File: src/rtl/priority_arbiter.sv
// Single-owner arbiter with hold timeout and registered one-hot grant.
// PRIORITY_ARBITER_RR_EN: round-robin when defined, fixed priority otherwise.
module priority_arbiter #(
  parameter int n        = 4,
  parameter int MAX_HOLD = 8
) (
  input  logic                 clk,
  input  logic                 rst_n,
  input  logic [n-1:0]         req,
  output logic [n-1:0]         gnt,
  output logic [$clog2(n)-1:0] gnt_id,
  output logic                 v,
  output logic                 expired
);

  localparam int IW = $clog2(n);
  localparam int CW = $clog2(MAX_HOLD + 1);

  typedef enum logic {IDLE, GRANT} state_t;

  state_t        state, state_nx;
  logic [CW-1:0] hold_cnt, hold_nx;
  logic [IW-1:0] ptr, ptr_nx;
  logic [IW-1:0] id_nx, win_id;
  logic [n-1:0]  gnt_nx, cand;
  logic          win, rel, exp_nx;

  // owner bit is never a candidate; gnt is zero in IDLE
  assign cand = req & ~gnt;

`ifdef PRIORITY_ARBITER_RR_EN
  always_comb begin
    int k;
    k      = 0;
    win    = 1'b0;
    win_id = '0;
    for (int i = 1; i <= n; i++) begin
      k = (int'(ptr) + i) % n;
      if (!win && cand[k]) begin
        win    = 1'b1;
        win_id = IW'(k);
      end
    end
  end
`else
  always_comb begin
    win    = 1'b0;
    win_id = '0;
    for (int k = 0; k < n; k++) begin
      if (cand[k]) begin
        win    = 1'b1;
        win_id = IW'(k);
      end
    end
  end
`endif

  always_comb begin
    state_nx = state;
    gnt_nx   = gnt;
    id_nx    = gnt_id;
    hold_nx  = hold_cnt;
    ptr_nx   = ptr;
    exp_nx   = 1'b0;
    rel      = 1'b0;
    unique case (state)
      IDLE: rel = 1'b1;
      GRANT: begin
        if (!req[gnt_id]) begin
          rel = 1'b1;
        end else if (hold_cnt == CW'(MAX_HOLD)) begin
          rel    = 1'b1;
          exp_nx = 1'b1;
        end else begin
          hold_nx = hold_cnt + CW'(1);
        end
      end
      default: ;
    endcase
    if (rel) begin
      if (win) begin
        state_nx       = GRANT;
        gnt_nx         = '0;
        gnt_nx[win_id] = 1'b1;
        id_nx          = win_id;
        hold_nx        = CW'(1);
        ptr_nx         = win_id;
      end else begin
        state_nx = IDLE;
        gnt_nx   = '0;
        id_nx    = '0;
        hold_nx  = '0;
      end
    end
  end

  always_ff @(posedge clk or negedge rst_n) begin
    if (!rst_n) begin
      state    <= IDLE;
      gnt      <= '0;
      gnt_id   <= '0;
      v        <= 1'b0;
      expired  <= 1'b0;
      hold_cnt <= '0;
      ptr      <= IW'(n - 1);
    end else begin
      state    <= state_nx;
      gnt      <= gnt_nx;
      gnt_id   <= id_nx;
      v        <= |gnt_nx;
      expired  <= exp_nx;
      hold_cnt <= hold_nx;
      ptr      <= ptr_nx;
    end
  end

endmodule

File: config.mk
export PLATFORM = sky130hd
export DESIGN_NAME = priority_arbiter
export DESIGN_NICKNAME = d
export VERILOG_FILES = /design/src/rtl/priority_arbiter.sv
export SDC_FILE = /design/constraint.sdc
export NUM_CORES = 1
export LEC_CHECK = 0
export BUFFER_PORTS_ARGS = -buffer_cell sky130_fd_sc_hd__buf_2
export CELL_PAD_IN_SITES_DETAIL_PLACEMENT = 1
export CELL_PAD_IN_SITES_GLOBAL_PLACEMENT = 1
export CORE_MARGIN = 10
export CORE_UTILIZATION = 41
export CTS_BUF_LIST = sky130_fd_sc_hd__clkbuf_2
export CTS_CLUSTER_SIZE = 25
export DETAILED_ROUTE_END_ITERATION = 8
export PLACE_DENSITY = 0.76
export SLEW_MARGIN = 20
export SYNTH_ARGS = -nofsm -noshare
export SYNTH_HDL_FRONTEND = slang
export SYNTH_SLANG_ARGS = --single-unit
File: constraint.sdc
create_clock -name clk -period 2 [get_ports clk]
set_input_delay 0.4 -clock clk [delete_from_list [all_inputs] [get_ports clk]]
set_output_delay 0.4 -clock clk [all_outputs]
set_load 0.005 [all_outputs]
==> reports/qor.csv <==
metric,value,unit
status,"complete, no violations",
cts_tree,yes,
dp_hpwl,1.112,mm
intPower,722.9,uW
hold_class,in2reg,
finalSetupTns,0,ns
fin_nets,85,
holdPathEnd,gnt[2],
end_kind,flip-flop,
ys_seq_area_share,53.50,%
worst-r2r-cell-count,5,
pwr-share-seq,38.5,%
grt_use_total,9.380,%
initial_core_util,45.04,%
synth.net_count,62,
syn-cell-area,608.1,um2
worstSetupPathType,reg2reg,
die_w,58.51,um
antenna_found_initial,0,
slew-limit-headroom,76.90,%
rr_endpoint,v,
synth_edf_count,0,
firstDrtPassIters,4,
routedWlPerCell,16.57,um
gp_congestion,0.7548,
rows,13,
yosysWarnings,0,
antenna_cells,0,
async_flop_share,100.0,%
avgSynthCellArea,11.26,um2
synth_area_leaders,"dfrtp_1, ha_1, nand2b_1",
ios,14,
grt_pass1_vias,524,
overflow,0,
cts-buffers-inserted,3,
vdd_drop_max,0.7166,mV
antenna_left,0,
finalCriticalPeriod,1.955,ns
r2r_slack,0.04,ns
num_vias,472,
viasPerCell,5.187,
drv_cap,0,
p_switching,431.9,uW
synth_top_area_share,53.50,%
synthFlopType,dfrtp_1,
fill_cells,161,
rsz0062_at_grt,true,
cts.root.buffer_cell,clkbuf_2,
drc_errors,0,
die_y,58.51,um
fin_skew,0.004466,ns
routed_wl,1.508,mm
yosysMostFrequentCell,dfrtp_1,
io_buffers,13,
placed_cells,82,
clockBufferDepth,2,
cellPowerDensity,1515,nW/um2
grt_max_degree,14,
p_comb_share,49.2,%
ys_ff_latch,13,
path_max_fanout,6,
p_leak,0.3953,nW
period_share,97.76,%
hold_depth,3,
critPathLaunchType,flip-flop,
worstPathRequired,2.17,ns
clk_latency,0.29,ns
clk_pin_slew,0.12,ns
finalHoldViolCount,0,
synth_top_area_cell,dfrtp_1,
drive_gt1_share,39.47,%
synth_cell_types,25,
cts-htree-levels,1,
p_clk_share,12.3,%
tightest_slew,0.3435,ns
grt_pass1_wl,2.463,mm
cts_sinks,13,
syn_inst,54,
setup_viol,0,
finalNonFillerCells,91,
p_sw_share,37.40,%
drt_iter0_markers,2,
hp-start,req[2],
worstPathArrival,2.13,ns
area_delta_synth_final,25.31,%
coreArea,1350,um2
dieArea,3423,um2
max_freq,511.5,MHz
reg2reg_from,gnt_id[1],
maxSlewViolCount,0,
ys_top_cells_by_count,"dfrtp_1, nor2_1, nand2b_1, nor2b_1, nand2_1",
placed_area,691.9,um2
finalInstanceArea,762.0,um2
-- critical path, cell delays in order (launching register included) --
cell and delay [ns]:
dfrtp_1 0.44, mux2i_1 0.15, o22ai_2 0.32, nand2_2 0.14, mux2_4 0.33, or4_4 0.47
-- power by group through the flow --
stage / Combinational, mW / Clock, mW / Sequential [mW]
detailed placement: 0.460 / 0 / 0.450
finish: 0.568 / 0.142 / 0.444
floorplan: 0.316 / 0 / 0.440
global route: 0.639 / 0.157 / 0.460
global placement: 0.454 / 0 / 0.448
CTS: 0.473 / 0.150 / 0.446
-- per-stage QoR --
stage / worst slack [ns] / hold slack [ns] / power (mW) / utilization (%)
floorplan: 0.1609 / 0.1044 / 0.7558 / -
global placement: 0.09780 / 0.3054 / 0.9017 / 51.25
detailed placement: 0.07263 / 0.3048 / 0.9104 / 51.25
CTS: 0.04318 / 0.4559 / 1.069 / 53.48
global route: -0.03441 / 0.5085 / 1.257 / 56.44
finish: 0.04485 / 0.4826 / 1.155 / 56.44
-- metal layers --
layer	GRT usage [%]	wire length [um]	vias up
met2	13.05	622	15
met4	6.040	36	0
met5	0	0	-
met1	11.41	746	222
met3	4.077	102	5
li1	-	-	230
-- final cells by class --
class / count / area, um2 / share of cell area, %
multi-input cells: 38 / 277.8 / 36.45
repair buffers: 19 / 112.6 / 14.78
well taps: 15 / 18.77 / 2.463
flip-flops and latches: 13 / 325.3 / 42.69
inverters: 2 / 7.507 / 0.9852
clock buffers: 4 / 20.02 / 2.627
-- how the worst max path moves through the flow --
| stage | cells after the start | from | end | slack (ns) |
|---|---|---|---|---|
| floorplan | 6 | gnt_id[1] | v | 0.16 |
| global placement | 6 | req[3] | v | 0.1 |
| detailed placement | 6 | req[3] | v | 0.07 |
| CTS | 5 | gnt_id[1] | v | 0.04 |
| global route | 5 | gnt_id[1] | v | -0.03 |
| finish | 5 | gnt_id[1] | v | 0.04 |
-- sequential cells by signal (all words and copies together) (netlist names) --
name	flops
expired	1
gnt	4
gnt_id	2
hold_cnt	4
state	1
v	1
-- timing repair --
item | in CTS | in global routing
hold endpoints to repair | 13 | 0
resized for setup | 0 | 4
hold buffers | 1 | 0
buffers inserted | 0 | 4
endpoints found under the setup margin | 0 | 1
-- logic make-up (layout without fill, tap and decap cells) --
kind of cell / after synthesis / count (layout) / synth area share [%]
mux: 3 / 3 / 5.761
buf+inv: 3 / 25 / 2.470
compound gates: 8 / 8 / 10.29
xor+xnor: 2 / 2 / 2.881
flops: 13 / 13 / 53.50
fa+ha+maj: 2 / 2 / 4.115
simple gates: 23 / 23 / 20.99
-- cell usage in the layout, fill, tap and decap left out, types with 2 or more instances in the layout --
master,instances
nand2_1,3
inv_1,2
nor2b_1,4
nor2_1,5
nand2b_1,4
ha_1,2
dfrtp_1,13
nand3_1,2
mux2i_1,2
clkbuf_2,4
buf_4,5
buf_2,13
(Power assumes the default switching activity.)
